--- src/rtl/alu_seq_pkg.sv ---
// alu_seq_pkg: shared func encodings, FSM states and instruction field positions for alu_sequencer.
package alu_seq_pkg;

    localparam logic [1:0] FUNC_ADD = 2'b00;
    localparam logic [1:0] FUNC_MUL = 2'b01;
    localparam logic [1:0] FUNC_AND = 2'b10;
    localparam logic [1:0] FUNC_MAC = 2'b11;

    localparam int F_MSB   = 1;
    localparam int F_LSB   = 0;
    localparam int A_MSB   = 9;
    localparam int A_LSB   = 6;
    localparam int B_MSB   = 5;
    localparam int B_LSB   = 2;
    localparam int M1A_MSB = 9;
    localparam int M1A_LSB = 8;
    localparam int M1B_MSB = 7;
    localparam int M1B_LSB = 6;
    localparam int M2A_MSB = 5;
    localparam int M2A_LSB = 4;
    localparam int M2B_MSB = 3;
    localparam int M2B_LSB = 2;

    typedef enum logic [2:0] {S_IDLE, S_FETCH, S_WAIT, S_EXEC, S_OUT, S_DONE} state_t;

    function automatic logic [3:0] mul2(input logic [1:0] x, input logic [1:0] y);
        return {2'b00, x} * {2'b00, y};
    endfunction

endpackage

--- src/rtl/alu_core.sv ---
// alu_core: combinational 4-bit ALU (add / 2-bit multiply / and / multiply-add) decoding one instruction word.
module alu_core
    import alu_seq_pkg::*;
#(
    parameter int RES_W = 5
) (
    input  logic [9:0]       instr,
    output logic [RES_W-1:0] res
);

    logic [1:0] func;
    logic [3:0] a;
    logic [3:0] b;
    logic [3:0] p_hi;
    logic [3:0] p_lo;

    assign func = instr[F_MSB:F_LSB];
    assign a    = instr[A_MSB:A_LSB];
    assign b    = instr[B_MSB:B_LSB];
    assign p_hi = mul2(instr[M1A_MSB:M1A_LSB], instr[M1B_MSB:M1B_LSB]);
    assign p_lo = mul2(instr[M2A_MSB:M2A_LSB], instr[M2B_MSB:M2B_LSB]);

    assign res = (func == FUNC_ADD) ? RES_W'({1'b0, a} + {1'b0, b}) :
                 (func == FUNC_MUL) ? RES_W'(p_hi) :
                 (func == FUNC_AND) ? RES_W'(a & b) :
                                      RES_W'({1'b0, p_hi} + {1'b0, p_lo});

endmodule

--- src/rtl/alu_sequencer.sv ---
// alu_sequencer: fetches prog_len instruction words from address 0, runs them through alu_core, returns results over valid/ready.
// Optional macro ALU_SEQ_STALL_STATS_EN builds the saturating backpressure counter behind stall_cnt.
module alu_sequencer
    import alu_seq_pkg::*;
#(
    parameter int ADDR_W = 4,
    parameter int RES_W  = 5
) (
    input  logic              clk,
    input  logic              rst_n,
    input  logic              start,
    input  logic [ADDR_W:0]   prog_len,
    output logic              imem_rd_en,
    output logic [ADDR_W-1:0] imem_addr,
    input  logic [9:0]        imem_rdata,
    output logic              res_valid,
    input  logic              res_ready,
    output logic [RES_W-1:0]  res_data,
    output logic [1:0]        res_func,
    output logic [ADDR_W-1:0] res_addr,
    output logic              busy,
    output logic              done,
    output logic [7:0]        stall_cnt
);

    state_t            state_q;
    logic [ADDR_W-1:0] pc_q;
    logic [9:0]        instr_q;
    logic              rd_en_q;
    logic              valid_q;
    logic              done_q;
    logic [RES_W-1:0]  data_q;
    logic [1:0]        func_q;
    logic [ADDR_W-1:0] addr_q;
    logic [RES_W-1:0]  alu_res;
    logic              last;

    alu_core #(.RES_W(RES_W)) u_core (
        .instr (instr_q),
        .res   (alu_res)
    );

    assign last = ({1'b0, pc_q} == prog_len - (ADDR_W + 1)'(1));

    always_ff @(posedge clk) begin
        if (!rst_n) begin
            state_q <= S_IDLE;
            pc_q    <= '0;
            instr_q <= '0;
            rd_en_q <= 1'b0;
            valid_q <= 1'b0;
            done_q  <= 1'b0;
            data_q  <= '0;
            func_q  <= '0;
            addr_q  <= '0;
        end else begin
            rd_en_q <= 1'b0;
            done_q  <= 1'b0;
            case (state_q)
                S_IDLE: if (start) begin
                    pc_q <= '0;
                    if (prog_len == '0) begin
                        state_q <= S_DONE;
                        done_q  <= 1'b1;
                    end else begin
                        state_q <= S_FETCH;
                        rd_en_q <= 1'b1;
                    end
                end
                S_FETCH: state_q <= S_WAIT;
                S_WAIT: begin
                    instr_q <= imem_rdata;
                    state_q <= S_EXEC;
                end
                S_EXEC: begin
                    data_q  <= alu_res;
                    func_q  <= instr_q[F_MSB:F_LSB];
                    addr_q  <= pc_q;
                    valid_q <= 1'b1;
                    state_q <= S_OUT;
                end
                S_OUT: if (res_ready) begin
                    valid_q <= 1'b0;
                    if (last) begin
                        state_q <= S_DONE;
                        done_q  <= 1'b1;
                    end else begin
                        pc_q    <= pc_q + ADDR_W'(1);
                        state_q <= S_FETCH;
                        rd_en_q <= 1'b1;
                    end
                end
                default: state_q <= S_IDLE;
            endcase
        end
    end

    assign imem_rd_en = rd_en_q;
    assign imem_addr  = pc_q;
    assign res_valid  = valid_q;
    assign res_data   = data_q;
    assign res_func   = func_q;
    assign res_addr   = addr_q;
    assign busy       = (state_q != S_IDLE);
    assign done       = done_q;

`ifdef ALU_SEQ_STALL_STATS_EN
    logic [7:0] stall_q;

    always_ff @(posedge clk) begin
        if (!rst_n || (state_q == S_IDLE && start))
            stall_q <= '0;
        else if (state_q == S_OUT && !res_ready && stall_q != 8'hff)
            stall_q <= stall_q + 8'd1;
    end

    assign stall_cnt = stall_q;
`else
    assign stall_cnt = '0;
`endif

endmodule
--- config.mk ---
export PLATFORM = sky130hd
export DESIGN_NAME = alu_sequencer
export DESIGN_NICKNAME = d
export VERILOG_FILES = /design/src/rtl/alu_seq_pkg.sv /design/src/rtl/alu_core.sv /design/src/rtl/alu_sequencer.sv
export SDC_FILE = /design/constraint.sdc
export NUM_CORES = 1
export LEC_CHECK = 0
export BUFFER_PORTS_ARGS = -buffer_cell sky130_fd_sc_hd__buf_2
export CAP_MARGIN = 0
export CORE_UTILIZATION = 58
export DETAILED_ROUTE_END_ITERATION = 10
export MAX_ROUTING_LAYER = met4
export PLACE_DENSITY = 0.9
export SETUP_SLACK_MARGIN = 0.15
export SKIP_LAST_GASP = 1
export SYNTH_ARGS = -nofsm -noshare
export SYNTH_HDL_FRONTEND = slang
export SYNTH_SLANG_ARGS = --single-unit
--- constraint.sdc ---
create_clock -name clk -period 4 [get_ports clk]
set_input_delay 0.4 -clock clk [delete_from_list [all_inputs] [get_ports clk]]
set_output_delay 0.4 -clock clk [all_outputs]
set_load 0.005 [all_outputs]
Word level (Yosys, flattened, before mapping)

Index checks and enable logic that the tools add are counted.

Register bits: 31
Bits in latches: 0
RAM bits: 0
ROM bits: 0
Input bits: 19
Word-level logic and storage cells: 59
Memories kept: 0

Add/subtract/negate cells: 4
$mul: 2
Div/mod/pow operators: 0
Magnitude comparators: 0
Eq/ne operators: 10
Shift operators: 0
Multiplexer cells: 24
Bitwise operators: 1
Reduce and logical (&&, ||, !) cells: 9

Operator list:

| cell                                                               | count |
|---|---|
| 5-bit 2-to-1 mux                                                   | 3 |
| 3-bit one-hot mux with 5 select lines                              | 1 |
| 3-bit 2-to-1 mux                                                   | 4 |
| 4-bit 2-to-1 mux                                                   | 3 |
| 4-bit by 4-bit adder with 5-bit output                             | 2 |
| 1-bit 2-to-1 mux                                                   | 9 |
| 2-bit by 2-bit multiplier with 4-bit output                        | 2 |
| 4-bit one-hot mux with 2 select lines                              | 1 |
| 3-bit by 2-bit == test with 1-bit output, second input constant    | 2 |
| 2-bit inequality test, second input constant                       | 3 |
| 1-bit one-hot mux with 2 select lines                              | 3 |
| 4-bit by 5-bit == test with 1-bit output                           | 1 |
| 5-bit zero test                                                    | 1 |
| 5-bit by 1-bit subtractor with 5-bit output, second input constant | 1 |
| 4-bit by 1-bit adder with 4-bit output, second input constant      | 1 |
| 4-bit bitwise AND                                                  | 1 |
| 2-bit AND reduction                                                | 2 |
| 4-bit AND reduction                                                | 1 |
| 2-bit nonzero test                                                 | 2 |
| 3-bit by 1-bit == test with 1-bit output, second input constant    | 1 |
| 3-bit == test, second input constant                               | 1 |
| 3-bit zero test                                                    | 1 |
| 3-bit nonzero test                                                 | 1 |
| 2-bit by 1-bit == test with 1-bit output, second input constant    | 1 |
| other kinds (2)                                                    | 2 |

Longest topological paths before layout

Depth in word-level cells: 5
Mapped depth: 11

Cells and area by module

From an unflattened synthesis, not the netlist that was laid out.

Cells, all modules: 207
Area total of the unflattened synthesis: 1,921.8 sq um

Modules (own cells, without submodules):

| module        | times used | cells each | area an instance (sq um) | sequential area each (sq um) |
|---|---|---|---|---|
| alu_sequencer | 1          | 156        | 1,441.4                  | 620.6 |
| alu_core      | 1          | 51         | 480.5                    | 0.0 |

Worst setup path after synthesis

Ideal clock, no wire load.

Path kind: reg-to-reg
From: register instr_q[8]
To: register data_q[3] (netlist: res_data[3])
Library setup time: 0.115 ns
Arrival: 2.573 ns
Data required time: 3.885 ns
Setup slack: 1.311 ns
Stages on the path, launching flop included: 10
Path buffers: 0
Clock period less this slack: 2.689 ns
Cell sequence: dfxtp_1 > and2_1 > ha_1 > fa_1 > ha_1 > inv_1 > fa_1 > xnor2_1 > mux4_2 > o21ba_2

Cells in the longest elaborated chain, start to end: 5
Elaborated cells between the ends (all ways): 6
Classes of those cells: 2 x add/sub; 1 x mul; 3 x mux

Ends and longest elaborated chain:

| element                                     | line                | source |
|---|---|---|
| start, declared                             | alu_sequencer.sv:28 | `logic [9:0] instr_q;` |
| start signal, assigned                      | alu_sequencer.sv:72 | `instr_q <= imem_rdata;` |
| 2-bit by 2-bit multiplier with 4-bit output | alu_seq_pkg.sv:27   | `return {2'b00, x} * {2'b00, y};` |
| 4-bit by 4-bit adder with 5-bit output      | alu_core.sv:26      | `RES_W'({1'b0, p_hi} + {1'b0, p_lo});` |
| 5-bit 2-to-1 mux                            | alu_core.sv:25      | `(func == FUNC_AND) ? RES_W'(a & b) :` |
| 5-bit 2-to-1 mux                            | alu_core.sv:24      | `(func == FUNC_MUL) ? RES_W'(p_hi) :` |
| 5-bit 2-to-1 mux (*)                        | alu_core.sv:23      | `assign res = (func == FUNC_ADD) ? RES_W'({1'b0, a} + {1'b0, b}) :` |
| end signal, assigned                        | alu_sequencer.sv:76 | `data_q <= alu_res;` |
| end, declared                               | alu_sequencer.sv:32 | `logic [RES_W-1:0] data_q;` |

Mark *: on every way between the ends. The rest lies on a longest branch, timed or not.
A chain may end at the register's enable or synchronous reset.

Final worst setup path

From: register instr_q[9]
To: register data_q[3] (netlist: res_data[3])

Same word-level chain as after synthesis.

==> impl_summary.txt <==
----------------------------------------------------
[Status]
  Result of the run ... complete, no violations

[Die]
  Vertical die dimension ... 60.3 um
  Initial Util ... 0.629
  Top-level port count ... 46
  Die footprint ... 0.00363 mm^2
  Die outline width ... 60.3 um
  Core Rows ... 20
  Core area ... 0.00313 mm^2

[Clocking]
  Number of post-CTS setup repair buffers ... 0
  Clock slew at the register clock pins of the worst setup and hold paths ... 0.10 ns
  CTS tree ... done
  Master cell of the clock root buffer ... sky130_fd_sc_hd__clkbuf_4
  Total number of H-tree levels ... 2
  Clock network latency to the later pin of the worst-skew pair ... 0.33 ns
  TritonCTS Buffers ... 5
  Maximum count of clock buffers along a single path ... 2
  TritonCTS sink count ... 31
  CTS resizes ... 0
  Total of hold buffers inserted after clock tree synthesis ... 0

[Synthesis]
  Number of instances in the synthesized netlist ... 221
  Yosys warns ... 0
  Flip-flop and latch count after synthesis ... 31
  Post-synthesis instance area ... 0.00197 mm^2
  Sequential-to-total area share from yosys stat ... 0.315
  Yosys top cell area share ... 0.315
  EDFF count, synth ... 0
  Top cells by area in the synthesized netlist ... sky130_fd_sc_hd__dfxtp_1 (32%), sky130_fd_sc_hd__ha_1 (8.9%), sky130_fd_sc_hd__mux2i_1 (5.6%), sky130_fd_sc_hd__nand2_1 (5.1%), sky130_fd_sc_hd__nor2b_1 (4.8%)
  Synthesized area per cell ... 8.91 um^2
  Async set-reset flop share out of synthesis ... 0
  Yosys top cell by area ... sky130_fd_sc_hd__dfxtp_1
  Count of cell types in the netlist ... 44
  Most instantiated flip-flop cell in the synthesis netlist ... sky130_fd_sc_hd__dfxtp_1

[Power and ir drop]
  Leakage power summed over all cells ... 0.976 nW
  Net switching share of the total power ... 0.284
  Power spent charging and discharging nets ... 0.180 mW
  Reg power frac ... 0.537
  Power Density ... 289 mW/mm^2
  Largest voltage drop on the vdd net ... 0.204 mV
  Internal portion of total power ... 0.453 mW
  Clock network fraction of design power ... 0.299
  Logic gate share of total power ... 0.164

[Timing]
  Max-slew violation total from the final report ... 0
  Worst setup skew after layout ... 0.00722 ns
  Final sum of negative setup slack ... 0 ns
  Worst max-slew margin expressed relative to the limit ... 0.286
  Setup slack of the critical path after layout ... 1.20 ns
  Final setup violation count ... 0
  Worst hold slack after final layout ... 0.317 ns
  Measured slew at the worst slew-check pin ... 1.07 ns
  Setup repair after global routing missed its margin ... false
  Number of failing hold endpoints at the final stage ... 0
  Fin crit period ... 2.80 ns
  Share of the cycle needed by the critical path after routing ... 0.699
  Max Clk Rate ... 0.357 GHz

[Worst setup path]
  Start of the worst register-to-register path ... instr_q[9]
  Cell count of the worst reg-to-reg path ... 9
  Arrival time at the worst endpoint ... 3.03 ns
  Reg-to-reg setup timing slack ... 1.20 ns
  Max FO, Critical Path ... 4
  Crit start category ... flip-flop
  Destination of the worst register-to-register timing path ... res_data[3]
  Crit path capture type ... flip-flop
  Category of the critical setup timing path ... flip-flop to flip-flop
  Data required time of the critical path ... 4.24 ns

[Finish]
  Layout overhead on the synthesized area ... 11.3%
  Fraction of final layout cells with drive strength greater than 1 ... 0.202
  Nets@finish ... 290
  Diode count ... 0
  Final-layout fill cell count ... 253

[GRT]
  Vias in the first global route ... 1478
  Global-route wire length before repair ... 6310 um
  Maximum number of pins on one net before global-route repair ... 30
  Overflow after GRT ... 0
  GR Util All Layers ... 0.242
  Antenna violations before repair ... 0

[Flow run]
  Max Cap Viol ... 0

[Worst hold path]
  Worst hold-check path type ... input port to flip-flop
  Hold path start ... imem_rdata[7]
  Number of cells traversed by the worst hold path ... 3
  End point of the most critical hold path ... instr_q[7]

[Route]
  Count of nets left with antenna violations after detail routing ... 0
  Detailed-routing iteration count for the pre-antenna-repair pass ... 4
  DRC viols ... 0
  Count of vias placed by the detailed router ... 1594
  Vias per inst ... 5.37
  DRC marker count from the first detailed-route iteration ... 95
  Average wire per cell in the routed design ... 12.3 um
  Total Routed Length ... 3650 um

[Placement]
  Count of input and output buffers ... 37
  Weighted congestion at the end of routability-driven global placement ... 0.893
  Detailed-placement wirelength estimate ... 2780 um
  Post-Place Setup Slack ... 1.21 ns

----------------------------------------------------
## Yosys cell counts (2+ instances only)
master / count
sky130_fd_sc_hd__a211oi_1: 3
sky130_fd_sc_hd__a21boi_0: 10
sky130_fd_sc_hd__a21o_1: 2
sky130_fd_sc_hd__a21oi_1: 9
sky130_fd_sc_hd__and2_1: 8
sky130_fd_sc_hd__and3b_1: 2
sky130_fd_sc_hd__buf_2: 3
sky130_fd_sc_hd__buf_4: 8
sky130_fd_sc_hd__clkbuf_1: 8
sky130_fd_sc_hd__dfxtp_1: 31
sky130_fd_sc_hd__fa_1: 4
sky130_fd_sc_hd__ha_1: 14
sky130_fd_sc_hd__inv_1: 11
sky130_fd_sc_hd__mux2i_1: 11
sky130_fd_sc_hd__mux4_2: 2
sky130_fd_sc_hd__nand2_1: 27
sky130_fd_sc_hd__nand2b_1: 2
sky130_fd_sc_hd__nand3_1: 2
sky130_fd_sc_hd__nor2_1: 8
sky130_fd_sc_hd__nor2b_1: 15
sky130_fd_sc_hd__nor3_1: 2
sky130_fd_sc_hd__nor3b_1: 2
sky130_fd_sc_hd__o211ai_1: 2
sky130_fd_sc_hd__o21ai_0: 5
sky130_fd_sc_hd__o22ai_1: 3
sky130_fd_sc_hd__or3_1: 2
sky130_fd_sc_hd__xnor2_1: 6
sky130_fd_sc_hd__xor2_1: 3
## area by class of cell
type,instances,area (um^2),area share
tap,44,55.1,0.0251
clock buffer,6,51.3,0.0234
multi-input combinational,167,1230,0.563
inverter,11,41.3,0.0188
clock inverter,1,5.00,0.00228
sequential,31,621,0.283
timing repair buffer,37,185,0.0845
## worst max path at each step
stage                        endpoint  cells after the start        from
final                     res_data[3]                      9  instr_q[9]
after global routing      res_data[3]                      9  instr_q[8]
after CTS                 res_data[3]                      9  instr_q[9]
after detailed placement  res_data[3]                      9  instr_q[9]
after global placement    res_data[3]                      9  instr_q[8]
after floorplan           res_data[3]                      9  instr_q[8]
## critical path, cell delays in order, from the launching register on
cell and delay (ns):
sky130_fd_sc_hd__dfxtp_1 0.37, sky130_fd_sc_hd__and2_1 0.18, sky130_fd_sc_hd__ha_1 0.30, sky130_fd_sc_hd__fa_1 0.49, sky130_fd_sc_hd__ha_1 0.16, sky130_fd_sc_hd__inv_1 0.05, sky130_fd_sc_hd__fa_1 0.37, sky130_fd_sc_hd__xnor2_1 0.13
sky130_fd_sc_hd__mux4_2 0.45, sky130_fd_sc_hd__o21ba_2 0.20
## power by group through the flow
stage          registers [mW]  logic (mW)  clock network [mW]
5_1_grt                 0.343       0.118               0.206
3_3_place_gp            0.346       0.101                   0
3_5_place_dp            0.347       0.104                   0
2_1_floorplan           0.335      0.0910                   0
6_report                0.340       0.104               0.189
4_1_cts                 0.339       0.105               0.191
## cells by family (layout without fill, tap and decap cells)
family	count (synthesis)	after routing	synth area share
multiplexers	13	13	0.0788
AO/OA/AOI/OAI	44	44	0.158
XOR/XNOR	9	9	0.0401
buffers and inverters	30	55	0.0744
flip-flops	31	31	0.315
other	1	8	0.00191
adder cells (fa/ha/maj)	18	18	0.130
AND/OR/NAND/NOR	75	75	0.202
## registers in the layout (all words and copies together) (netlist names), 2 cells and up
| register | cells |
|---|---|
| res_addr | 4 |
| imem_addr | 4 |
| res_func | 2 |
| state_q | 3 |
| res_data | 5 |
| instr_q | 10 |
## layout by cell type, fill, tap and decap left out, types with 2 or more instances in the layout
cell type,synthesis,layout
sky130_fd_sc_hd__buf_2,3,37
sky130_fd_sc_hd__dfxtp_1,31,31
sky130_fd_sc_hd__nand2_1,27,27
sky130_fd_sc_hd__nor2b_1,15,15
sky130_fd_sc_hd__ha_1,14,14
sky130_fd_sc_hd__inv_1,11,11
sky130_fd_sc_hd__mux2i_1,11,11
sky130_fd_sc_hd__a21boi_0,10,10
sky130_fd_sc_hd__a21oi_1,9,9
sky130_fd_sc_hd__and2_1,8,8
sky130_fd_sc_hd__nor2_1,8,8
sky130_fd_sc_hd__conb_1,1,8
sky130_fd_sc_hd__xnor2_1,6,6
sky130_fd_sc_hd__o21ai_0,5,5
sky130_fd_sc_hd__clkbuf_4,0,5
sky130_fd_sc_hd__fa_1,4,4
sky130_fd_sc_hd__xor2_1,3,3
sky130_fd_sc_hd__a211oi_1,3,3
sky130_fd_sc_hd__o22ai_1,3,3
sky130_fd_sc_hd__or3_1,2,2
sky130_fd_sc_hd__a21o_1,2,2
sky130_fd_sc_hd__mux4_2,2,2
sky130_fd_sc_hd__and3b_1,2,2
sky130_fd_sc_hd__o211ai_1,2,2
sky130_fd_sc_hd__nor3_1,2,2
sky130_fd_sc_hd__nand2b_1,2,2
sky130_fd_sc_hd__nand3_1,2,2
## stage by stage
step	total power, mW	util	std cells	instance area [um^2]
finish	0.633	0.700	297	2190
global route	0.667	0.700	297	2190
CTS	0.635	0.700	297	2190
detailed placement	0.451	0.682	290	2130
global placement	0.447	0.682	290	2130
floorplan	0.426	-	228	1990
## routing by layer
metal	vias up	wire (um)	track usage
met5	-	0	-
met4	0	46	0.0864
met3	5	164	0.0584
met2	46	1730	0.389
met1	742	1710	0.294
li1	801	-	-
Power figures use the tool's default switching activity.
